--- src/rtl/mdio_master.sv ---
// MDIO (IEEE 802.3 clause 22) management master.
// Sends an optional all-ones preamble and then the 32-bit frame, MSB first.
// For a read (OP=10) it releases the line for the turnaround bits and then
// shifts in 16 data bits from the PHY. MDC has a period of 2*DIV clk cycles.
// Optional feature macro: MDIO_PRE_SUPPRESS_EN adds a PRE_SUPPRESS input.
// When that input is 1 at the start of a transaction, the preamble is skipped.
module mdio_master #(
  parameter int unsigned DIV     = 4,
  parameter int unsigned PRE_LEN = 32
) (
  input  logic        clk,
  input  logic        reset,
  input  logic        MDIO_START,
  input  logic [31:0] T_DATA,
  input  logic        MDIO_IN,
`ifdef MDIO_PRE_SUPPRESS_EN
  input  logic        PRE_SUPPRESS,
`endif
  output logic        MDC,
  output logic        MDIO_OUT,
  output logic        MDIO_OE,
  output logic [15:0] RD_DATA,
  output logic        DATA_RDY,
  output logic        BUSY
);

  localparam int unsigned CNT_W = 9;
  localparam int unsigned BIT_W = 6;
  localparam logic [CNT_W-1:0] RISE_CNT = CNT_W'(DIV - 1);
  localparam logic [CNT_W-1:0] LAST_CNT = CNT_W'(2 * DIV - 1);
  localparam logic [BIT_W-1:0] PRE_LAST = BIT_W'(PRE_LEN - 1);
  localparam logic [BIT_W-1:0] RD_SHIFT_LAST = BIT_W'(13);
  localparam logic [BIT_W-1:0] WR_SHIFT_LAST = BIT_W'(31);

  typedef enum logic [2:0] {
    IDLE,
    PREAMBLE,
    SHIFT,
    TURN,
    READ,
    DONE
  } state_t;

  state_t           state;
  logic [CNT_W-1:0] cnt;
  logic [BIT_W-1:0] bit_cnt;
  logic [31:0]      sh;
  logic [15:0]      rx;
  logic             rd_op;
  logic             skip_pre_c;
  logic             start_rd_c;

  // Choose whether a new frame begins directly with the ST bits
`ifdef MDIO_PRE_SUPPRESS_EN
  assign skip_pre_c = PRE_SUPPRESS || (PRE_LEN == 0);
`else
  assign skip_pre_c = (PRE_LEN == 0);
`endif
  assign start_rd_c = (T_DATA[29:28] == 2'b10);

  // Frame sequencer: MDC generation, serial shift-out, read capture
  always_ff @(posedge clk or posedge reset) begin
    if (reset) begin
      state    <= IDLE;
      cnt      <= '0;
      bit_cnt  <= '0;
      sh       <= '0;
      rx       <= '0;
      rd_op    <= 1'b0;
      MDC      <= 1'b0;
      MDIO_OUT <= 1'b0;
      MDIO_OE  <= 1'b0;
      RD_DATA  <= '0;
      DATA_RDY <= 1'b0;
      BUSY     <= 1'b0;
    end else begin
      case (state)
        IDLE: begin
          DATA_RDY <= 1'b0;
          if (MDIO_START) begin
            BUSY    <= 1'b1;
            MDIO_OE <= 1'b1;
            MDC     <= 1'b0;
            cnt     <= '0;
            rd_op   <= start_rd_c;
            if (skip_pre_c) begin
              state    <= SHIFT;
              MDIO_OUT <= T_DATA[31];
              sh       <= {T_DATA[30:0], 1'b0};
              bit_cnt  <= start_rd_c ? RD_SHIFT_LAST : WR_SHIFT_LAST;
            end else begin
              state    <= PREAMBLE;
              MDIO_OUT <= 1'b1;
              sh       <= T_DATA;
              bit_cnt  <= PRE_LAST;
            end
          end
        end

        DONE: begin
          DATA_RDY <= 1'b0;
          state    <= IDLE;
        end

        default: begin
          if (cnt != LAST_CNT) begin
            // Inside a bit period: raise MDC halfway and sample read data there
            cnt <= cnt + CNT_W'(1);
            if (cnt == RISE_CNT) begin
              MDC <= 1'b1;
              if (state == READ) rx <= {rx[14:0], MDIO_IN};
            end
          end else begin
            // Bit period boundary: MDC falls and the next bit is launched
            cnt <= '0;
            MDC <= 1'b0;
            case (state)
              PREAMBLE: begin
                if (bit_cnt == '0) begin
                  state    <= SHIFT;
                  MDIO_OUT <= sh[31];
                  sh       <= {sh[30:0], 1'b0};
                  bit_cnt  <= rd_op ? RD_SHIFT_LAST : WR_SHIFT_LAST;
                end else begin
                  bit_cnt  <= bit_cnt - BIT_W'(1);
                  MDIO_OUT <= 1'b1;
                end
              end
              SHIFT: begin
                if (bit_cnt == '0) begin
                  MDIO_OUT <= 1'b0;
                  MDIO_OE  <= 1'b0;
                  if (rd_op) begin
                    state   <= TURN;
                    bit_cnt <= BIT_W'(1);
                  end else begin
                    state    <= DONE;
                    BUSY     <= 1'b0;
                    DATA_RDY <= 1'b1;
                  end
                end else begin
                  bit_cnt  <= bit_cnt - BIT_W'(1);
                  MDIO_OUT <= sh[31];
                  sh       <= {sh[30:0], 1'b0};
                end
              end
              TURN: begin
                if (bit_cnt == '0) begin
                  state   <= READ;
                  bit_cnt <= BIT_W'(15);
                end else begin
                  bit_cnt <= bit_cnt - BIT_W'(1);
                end
              end
              READ: begin
                if (bit_cnt == '0) begin
                  state    <= DONE;
                  RD_DATA  <= rx;
                  BUSY     <= 1'b0;
                  DATA_RDY <= 1'b1;
                end else begin
                  bit_cnt <= bit_cnt - BIT_W'(1);
                end
              end
              default: state <= IDLE;
            endcase
          end
        end
      endcase
    end
  end

endmodule

--- config.mk ---
export PLATFORM = sky130hd
export DESIGN_NAME = mdio_master
export DESIGN_NICKNAME = d
export VERILOG_FILES = /design/src/rtl/mdio_master.sv
export SDC_FILE = /design/constraint.sdc
export NUM_CORES = 1
export LEC_CHECK = 0
export BUFFER_PORTS_ARGS = -buffer_cell sky130_fd_sc_hd__buf_2
export CAP_MARGIN = 20
export CORE_ASPECT_RATIO = 1.5
export CORE_UTILIZATION = 52
export DETAILED_ROUTE_END_ITERATION = 8
export PLACE_DENSITY = 0.76
export RECOVER_POWER = 50
export SETUP_SLACK_MARGIN = 0.1
export SYNTH_ARGS = -nofsm -noshare
export SYNTH_HDL_FRONTEND = slang
export SYNTH_SLANG_ARGS = --single-unit
--- constraint.sdc ---
create_clock -name clk -period 2.83 [get_ports clk]
set_input_delay 0.566 -clock clk [delete_from_list [all_inputs] [get_ports clk]]
set_output_delay 0.566 -clock clk [all_outputs]
set_load 0.05 [all_outputs]
[Yosys cells after proc, flatten, opt, wreduce, memory -nomap -nowiden]
Cells that the tools add are included.
Cells by class
  add/subtract/negate cells: 2
  equal/unequal tests: 27
  muxes and demuxes: 53
  bitwise operators: 3
  reductions and logical operators: 21
Operators with widths (number)
  $mux 32: 4
  $pmux 32 s2: 2
  $mux 6: 7
  $pmux 6 s4: 1
  $mux 3: 7
  $mux 1: 18
  $mux 9: 2
  $ne 3x3->1 const B: 6
  $pmux 9 s2: 1
  $reduce_and 6->1: 3
  $ne 4x4->1 const B: 4
  $pmux 1 s2: 7
  $pmux 3 s4: 1
  $pmux 6 s2: 1
  $reduce_and 4->1: 3
  $reduce_and 5->1: 2
  $add 9x1->9 const B: 1
  $eq 9x2->1 const B: 1
  $ne 3x1->1 const B: 3
  $ne 9x3->1 const B: 1
  $reduce_bool 3->1: 3
  $reduce_and 7->1: 1
  $eq 3x2->1 const B: 2
  $eq 3x3->1 const B: 2
  17 further kinds: 23
Word-level totals
  flip-flop bits (word level): 88
  input bits: 36
  output and inout bits: 21
  logic and storage cells: 118

[Depth between registers and ports, before layout]
Gate-level depths: netlist (run 1).
  depth after elaboration: 5
  depth in mapped cells: 9
  gate-level depth less buffers: 7

[Worst setup path after synthesis (run 1)]
Ideal clock, no wire load.
  path kind: register -> register
  from: register bit_cnt[0]
  to: register RD_DATA[0]
  library setup time: 125 ps
  arrival: 1965 ps
  required time: 2705 ps
  path slack: 740 ps
  stages on the path, launching flop included: 9
  buffers on the path: 2
  period minus slack after synthesis: 2090 ps
  cells stage by stage: dfrtp_1 > inv_1 > ha_1 > nor2b_1 > and2_1 > buf_2 > nand3_1 > clkbuf_1 > mux2_2
Between the ends
  longest elaborated chain between the ends: 2
RTL lines
  from (decl): line 46  | logic [BIT_W-1:0] bit_cnt;
  from (signal assigned): line 90  | bit_cnt <= start_rd_c ? RD_SHIFT_LAST : WR_SHIFT_LAST;
  from (signal assigned): line 123  | bit_cnt <= rd_op ? RD_SHIFT_LAST : WR_SHIFT_LAST;
  from (signal assigned): line 125  | bit_cnt <= bit_cnt - BIT_W'(1);
  $logic_not 6->1: line 156  | if (bit_cnt == '0) begin
  $reduce_and 4->1 (no line)
  to (signal assigned): line 158  | RD_DATA <= rx;
  to (decl): line 22  | output logic [15:0] RD_DATA,
No other way between the ends.
A chain may end at the register's enable or synchronous reset.

[Worst setup path in the final report (run 1)]
  from: register bit_cnt[0]
  to: register bit_cnt[4]
Between the ends
  longest elaborated chain between the ends: 5
  elaborated cells on any way between the ends: 12
  classes of those cells: 1 x add/sub; 2 x eq/ne; 7 x mux; 2 x reduce/logical
RTL lines
  $sub 6x1->6 / $logic_not 6->1 (equally long branches)
  $mux 6 (on tied branches)
  $pmux 6 s4: line 117  | case (state)
  $mux 6: line 106  | if (cnt != LAST_CNT) begin
  $pmux 6 s2: line 77  | case (state)
Parallel ways exist; a longest one is shown, timed or not. The select of a mux whose other input is x is not followed.

==> out/qor.csv, run 1 <==
stage;metric;value;unit
status;status;finished with violations;
status;violations;max-capacitance violations, max-slew violations;
layout;synthToLayoutAreaGrowth;16.4;%
timing;max_freq;432;MHz
layout;diodes;0;
grt;grt_usage;22.7;%
clock_tree;cts_tree;yes;
detailed_routing;post_drt_wl_per_cell;14.5;µm
critical_path;crit_chain;inv_1 -> ha_1 -> nor2b_1 -> and2_1 -> o21ai_0 -> nand3_1 -> mux2_2;
yosys;yosys.area.top_type;dfrtp_1;
timing;hold_violations;0;
clock_tree;numClockSinks;88;
critical_path;r2r_setup_slack;0.52;ns
critical_path;arrival;2.54;ns
timing;fin_crit;2.31;ns
yosys;synth_most_common_cell;dfrtp_1;
grt;grt_pass1_vias;3198;
yosys;yosys-top-cells-area;dfrtp_1 53%, mux2_2 10%, nand2_1 7.4%;
place;routabilityCongestion;0.908;
detailed_routing;vias_per_cell;5.54;
layout;finalInstanceArea;0.00482;mm²
critical_path;worstPathRequired;3.05;ns
layout;seq_area;0.00220;mm²
yosys;synth_common_cells;88 x dfrtp_1, 82 x nand2_1, 48 x nor2_1, 38 x mux2_2, 32 x a31oi_1;
yosys;seq_area_frac_synth;53.1;%
clock_tree;cts_buffer_depth;2;
detailed_routing;drt_iter0_drc;186;
critical_path;crit_family;simple AND/OR/NAND/NOR gates;
clock_tree;root_buffer;clkbuf_16;
floorplanning;initial_utilization;54.1;%
detailed_routing;met1Wirelength;3560;µm
grt;grt_max_degree;89;
timing;max_slew.worst_pin.slew;1.85;ns
yosys;synthArstFlopShare;100;%
timing;finalCritPeriodShare;81.7;%
critical_path;slowest_delay;0.39;ns
yosys;syn-instance-count;416;
detailed_routing;wl_met3;312;µm
timing;rsz0062_at_grt;false;
detailed_routing;firstDrtPassIters;6;
floorplanning;dieArea;0.00834;mm²
power;p_per_area;519;mW/mm²
layout;fin_util;62.9;%
yosys;yosysWarnings;0;
detailed_routing;ant_nets;0;
grt;grt_overflow;0;
timing;setup_viol;0;
clock_tree;cts_hold_buf;0;
power;cellLeakagePower;0.00221;µW
hold_path;min-delay-path-class;in -> reg;
yosys;ys.flop_type;dfrtp_1;
critical_path;path_class;reg -> reg;
place;post-place-ws;0.561;ns
power;ir_drop;0.000450;V
place;io_buffers;56;
detailed_routing;vias;3200;
place;placed_area;0.00457;mm²
clock_tree;postCtsResizedCells;0;
yosys;synth.top_cell.area_share;53.1;%
floorplanning;die_w;74.9;µm
critical_path;crit_fanout;10;
floorplanning;core;0.00766;mm²
grt;grt_pass1_wl;14500;µm
critical_path;worst-path-buf-inv;1;
layout;drive_gt1_share;24.6;%
critical_path;cp_slowest_cell;dfrtp_1;
layout;layout.nets;510;
yosys;netlist_area;0.00414;mm²
layout;multi_input_area;0.00183;mm²
detailed_routing;drt-total-wl;8380;µm
flow_run;max_cap_violations;1;
yosys;avgSynthCellArea;9.96;µm²
floorplanning;num_io_pins;57;
critical_path;critPathLaunchType;register;
clock_tree;insertion_delay;0.34;ns
clock_tree;clkTransAtPathRegs;0.06;ns
detailed_routing;met2_length;4280;µm
clock_tree;htree_num_levels;3;
detailed_routing;drc;0;
critical_path;end_kind;register;
layout;nFillCells;671;
timing;slew_violations;89;
yosys;ys_types;45;
grt;antenna_found_initial;0;
yosys;synth_edf_count;0;
timing;fin_skew;0.00966;ns
timing;fin_ws;0.517;ns
detailed_routing;dr.max_layer_used;met4;
timing;maxSlewHeadroom;-23.5;%
floorplanning;die_h;111;µm
clock_tree;cts_setup_buffers;0;
timing;setup_tns;0;ns
floorplanning;std_cell_rows;39;
clock_tree;numCtsBuffers;9;
place;place.detailed.hpwl;5780;µm
yosys;ys_seq_elements;88;
yosys;syn_nets;455;
## sequential cells by signal, indices dropped and copies added (netlist names)
name      count
sh           32
RD_DATA      16
rx           16
cnt           9
bit_cnt       6
state         3
BUSY          1
DATA_RDY      1
MDC           1
MDIO_OE       1
MDIO_OUT      1
rd_op         1
## layer usage
layer / vias up / GRT usage [%]
li1: 1568 / -
met1: 1542 / 28.4
met2: 70 / 36.9
met3: 20 / 4.98
met4: 0 / 10.4
met5: - / 0
## kinds of logic after synthesis
group           count (synthesis)  share of synthesized area, %
mux                            39                          10.6
fa+ha+maj                       3                         0.906
xor+xnor                        7                          1.48
buf+inv                        29                          2.78
simple gates                  168                          17.8
compound gates                 82                          13.3
flops                          88                          53.1
## final timing paths
kind	startpoint	end	depth (start not counted)
max	bit_cnt[0]	bit_cnt[4]	7
min	T_DATA[28]	rd_op	2
max reg2reg	bit_cnt[0]	bit_cnt[4]	7
min reg2reg	MDIO_OE	MDIO_OE	1
max in group asynchronous	reset	cnt[6]	3
min in group asynchronous	reset	rx[9]	3
## power by group
part	total [µW]	internal, µW	switching (µW)
logic	89.5	37.0	52.4
clock network	1110	625	486
registers	1300	1280	16.7
total	2500	1950	555
## layout by cell type, fill, tap and decap left out, types with 2 or more instances in the layout
cell	count
dfrtp_1	88
nand2_1	82
nor2_1	47
buf_2	46
mux2_2	38
a31oi_1	32
a21oi_1	12
o21ai_0	12
clkbuf_1	12
nand3_1	10
clkbuf_16	9
buf_4	8
inv_1	6
xnor2_1	6
nor3b_1	5
and2_1	4
or3_1	4
nor2b_1	3
or2_2	3
nor3_1	3
a21boi_0	3
o221ai_1	3
ha_1	3
o211ai_1	2
o2bb2ai_1	2
a41oi_1	2
a21o_1	2
o21bai_1	2
clkinvlp_4	2
inv_6	2
## area by class of cell
cell class	instances	area share [%]
flip-flops and latches	88	45.7
multi-input cells	299	37.9
repair buffers	66	7.29
clock buffers	11	5.03
well taps	102	2.65
clock inverters	5	0.804
inverters	7	0.623
## through the flow
step           hold slack [ns]  instances  power (µW)
3_3_place_gp             0.475        562        1410
2_1_floorplan            0.475        416        1370
3_5_place_dp             0.473        562        1420
5_1_grt                  0.438        578        2600
6_report                 0.425        578        2500
4_1_cts                  0.373        578        2540
No activity file was read; power rests on OpenSTA's default activity.
==> run 2: changes to the inputs <==
--- a/config.mk
+++ b/config.mk
@@ -5,12 +5,13 @@
 export SDC_FILE = /design/constraint.sdc
 export NUM_CORES = 1
 export LEC_CHECK = 0
+export ABC_AREA = 1
 export BUFFER_PORTS_ARGS = -buffer_cell sky130_fd_sc_hd__buf_2
 export CAP_MARGIN = 20
 export CORE_ASPECT_RATIO = 1.5
-export CORE_UTILIZATION = 52
+export CORE_UTILIZATION = 58
 export DETAILED_ROUTE_END_ITERATION = 8
-export PLACE_DENSITY = 0.76
+export PLACE_DENSITY = 0.8
 export RECOVER_POWER = 50
 export SETUP_SLACK_MARGIN = 0.1
 export SYNTH_ARGS = -nofsm -noshare
==> constraint.sdc (replaced) <==
create_clock -name clk -period 2.15 [get_ports clk]
set_input_delay 0.43 -clock clk [delete_from_list [all_inputs] [get_ports clk]]
set_output_delay 0.43 -clock clk [all_outputs]
set_load 0.05 [all_outputs]
==> out/qor.csv, run 2 <==
stage;metric;value;unit
timing;finalCritPeriodShare;87.7;%
grt;grt_pass1_wl;17000;µm
yosys;yosys-top-cells-area;dfrtp_1 48%, nand2_1 22%, o21ai_0 9.2%;
clock_tree;clkTransAtPathRegs;0.06;ns
yosys;ys.flop_type;dfrtp_1;
place;place.detailed.hpwl;6600;µm
status;status;finished, final reports clean;
detailed_routing;vias;4053;
yosys;synth_most_common_cell;nand2_1;
power;ir_drop;0.000758;V
yosys;netlist_area;0.00458;mm²
clock_tree;insertion_delay;0.34;ns
yosys;synth_edf_count;0;
timing;setup_viol;0;
clock_tree;numCtsBuffers;9;
yosys;yosysWarnings;0;
layout;final_cells;769;
clock_tree;cts_tree;yes;
hold_path;whs_path_depth;3;
timing;maxSlewHeadroom;21.6;%
yosys;synth_top_family_by_area;simple AND/OR/NAND/NOR gates;
hold_path;min-delay-path-class;in -> reg;
timing;setup_tns;0;ns
layout;nFillCells;631;
floorplanning;die_h;111;µm
critical_path;end_kind;register;
floorplanning;std_cell_rows;39;
yosys;synth-xor-area-share;0.764;%
layout;synthToLayoutAreaGrowth;14.9;%
floorplanning;num_io_pins;57;
layout;fin_util;69.2;%
timing;fin_crit;1.89;ns
critical_path;slowest_delay;0.50;ns
critical_path;path_common_cell;nand2_1;
critical_path;critPathLaunchType;register;
yosys;syn_nets;647;
place;post-place-ws;0.211;ns
critical_path;cp_slowest_cell;dfrtp_1;
layout;drive_gt1_share;15.3;%
timing;max_freq;530;MHz
yosys;synth_compound_area_share;11.2;%
detailed_routing;ant_nets;0;
place;place_inst;751;
yosys;ys_types;37;
timing;hold_violations;0;
layout;reg_top3;sh x32, RD_DATA x16, rx x16;
critical_path;arrival;2.12;ns
layout;seq_area;0.00220;mm²
detailed_routing;drt_iter0_drc;261;
grt;antenna_found_initial;0;
place;routabilityCongestion;0.838;
detailed_routing;drc;0;
yosys;ys_seq_elements;88;
layout;multi_input_area;0.00199;mm²
layout;largest_register_ff_count;32;
power;p_per_area;1400;mW/mm²
yosys;synth.top_cell.area_share;48.0;%
grt;grt_max_degree;89;
detailed_routing;vias_per_cell;5.27;
critical_path;crit_fanout;31;
detailed_routing;post_drt_wl_per_cell;12.8;µm
critical_path;reg2reg_depth;7;
timing;fin_ws;0.264;ns
detailed_routing;firstDrtPassIters;6;
floorplanning;die_w;74.6;µm
yosys;synth_common_cells;264 x nand2_1, 88 x dfrtp_1, 84 x o21ai_0, 55 x inv_1, 22 x nor2_1;
floorplanning;dieArea;0.00827;mm²
place;io_buffers;56;
yosys;seq_area_frac_synth;48.0;%
yosys;synthMuxAreaShare;0;%
timing;slew_violations;0;
timing;max_slew.worst_pin.slew;1.18;ns
yosys;yosys.area.top_type;dfrtp_1;
floorplanning;initial_utilization;60.2;%
yosys;avgSynthCellArea;7.54;µm²
layout;diodes;0;
yosys;synthAdderAreaFrac;0.819;%
floorplanning;core;0.00761;mm²
layout;final_cell_mix;264 x nand2_1, 88 x dfrtp_1, 84 x o21ai_0;
flow_run;max_cap_violations;0;
layout;final_common_cell;nand2_1;
yosys;synthSimpleGateAreaFrac;30.2;%
grt;grt_overflow;0;
layout;largest-register;sh;
grt;grt_pass1_vias;4033;
yosys;syn-instance-count;608;
critical_path;crit_chain;nor2_4 -> nand2_1 -> nand2_2 -> nand3_4 -> buf_6 -> o21ai_0 -> nand2_1;
yosys;synthArstFlopShare;100;%
clock_tree;root_buffer;clkbuf_16;
clock_tree;htree_num_levels;3;
critical_path;worstPathRequired;2.38;ns
timing;fin_skew;0.00574;ns
clock_tree;numClockSinks;88;
timing;rsz0062_at_grt;false;
grt;grt_usage;26.5;%
critical_path;path_class;reg -> reg;
clock_tree;cts_buffer_depth;2;
layout;layout.nets;701;
detailed_routing;drt-total-wl;9830;µm
power;cellLeakagePower;0.00283;µW
critical_path;r2r_setup_slack;0.26;ns
run 2: area by class of cell:
type	instances	share of cell area, %
flip-flops and latches	88	41.8
inverters	61	4.59
clock inverters	5	1.52
well taps	102	2.42
multi-input cells	433	37.8
repair buffers	69	7.25
clock buffers	11	4.61
run 2: critical path, delay by kind of cell (launching register included):
kind | cells | cell delay, ns
and+or+nand+nor | 5 | 0.84
DFF | 1 | 0.50
buffers and inverters | 1 | 0.22
AOI/OAI and AO/OA | 1 | 0.20
run 2: worst paths after layout:
check / startpoint / end
max: state[0] / sh[0]
min: MDIO_IN / rx[0]
max reg2reg: state[0] / sh[0]
min reg2reg: sh[22] / sh[22]
max in group asynchronous: reset / cnt[7]
min in group asynchronous: reset / bit_cnt[4]
run 2: layer usage:
| layer | part of all wire, % | global-route usage [%] | up-vias |
|---|---|---|---|
| met5 | 0 | 0 | - |
| met4 | 1.5 | 10.7 | 0 |
| met3 | 4.5 | 6.27 | 12 |
| met2 | 53 | 45.1 | 125 |
| met1 | 41 | 31.0 | 1910 |
| li1 | - | - | 2006 |
run 2: cell families (layout without fill, tap and decap cells):
family                   count (synthesis)  in the layout
flip-flops                              88             88
XOR/XNOR                                 4              4
adder cells (fa/ha/maj)                  3              3
AO/OA/AOI/OAI                           98             98
buffers and inverters                   88            146
AND/OR/NAND/NOR                        327            328
run 2: power by group:
part / switching [µW] / internal [µW] / total [µW]
clock: 626 / 1050 / 1670
sequential: 308 / 2110 / 2410
combinational: 2230 / 1040 / 3270
run 2: metrics by stage:
step,area [µm²],power [µW],hold WS [ns]
3_3_place_gp,4920,5430,0.466
3_5_place_dp,4920,5550,0.480
6_report,5270,7360,0.291
5_1_grt,5270,7980,0.306
2_1_floorplan,4590,4910,0.447
4_1_cts,5240,7250,0.233
run 2: what timing repair did:
action                     CTS  global route
hold buffers                 0             0
setup endpoints to repair    0            28
setup buffers                0             1
gates resized for setup      0             3
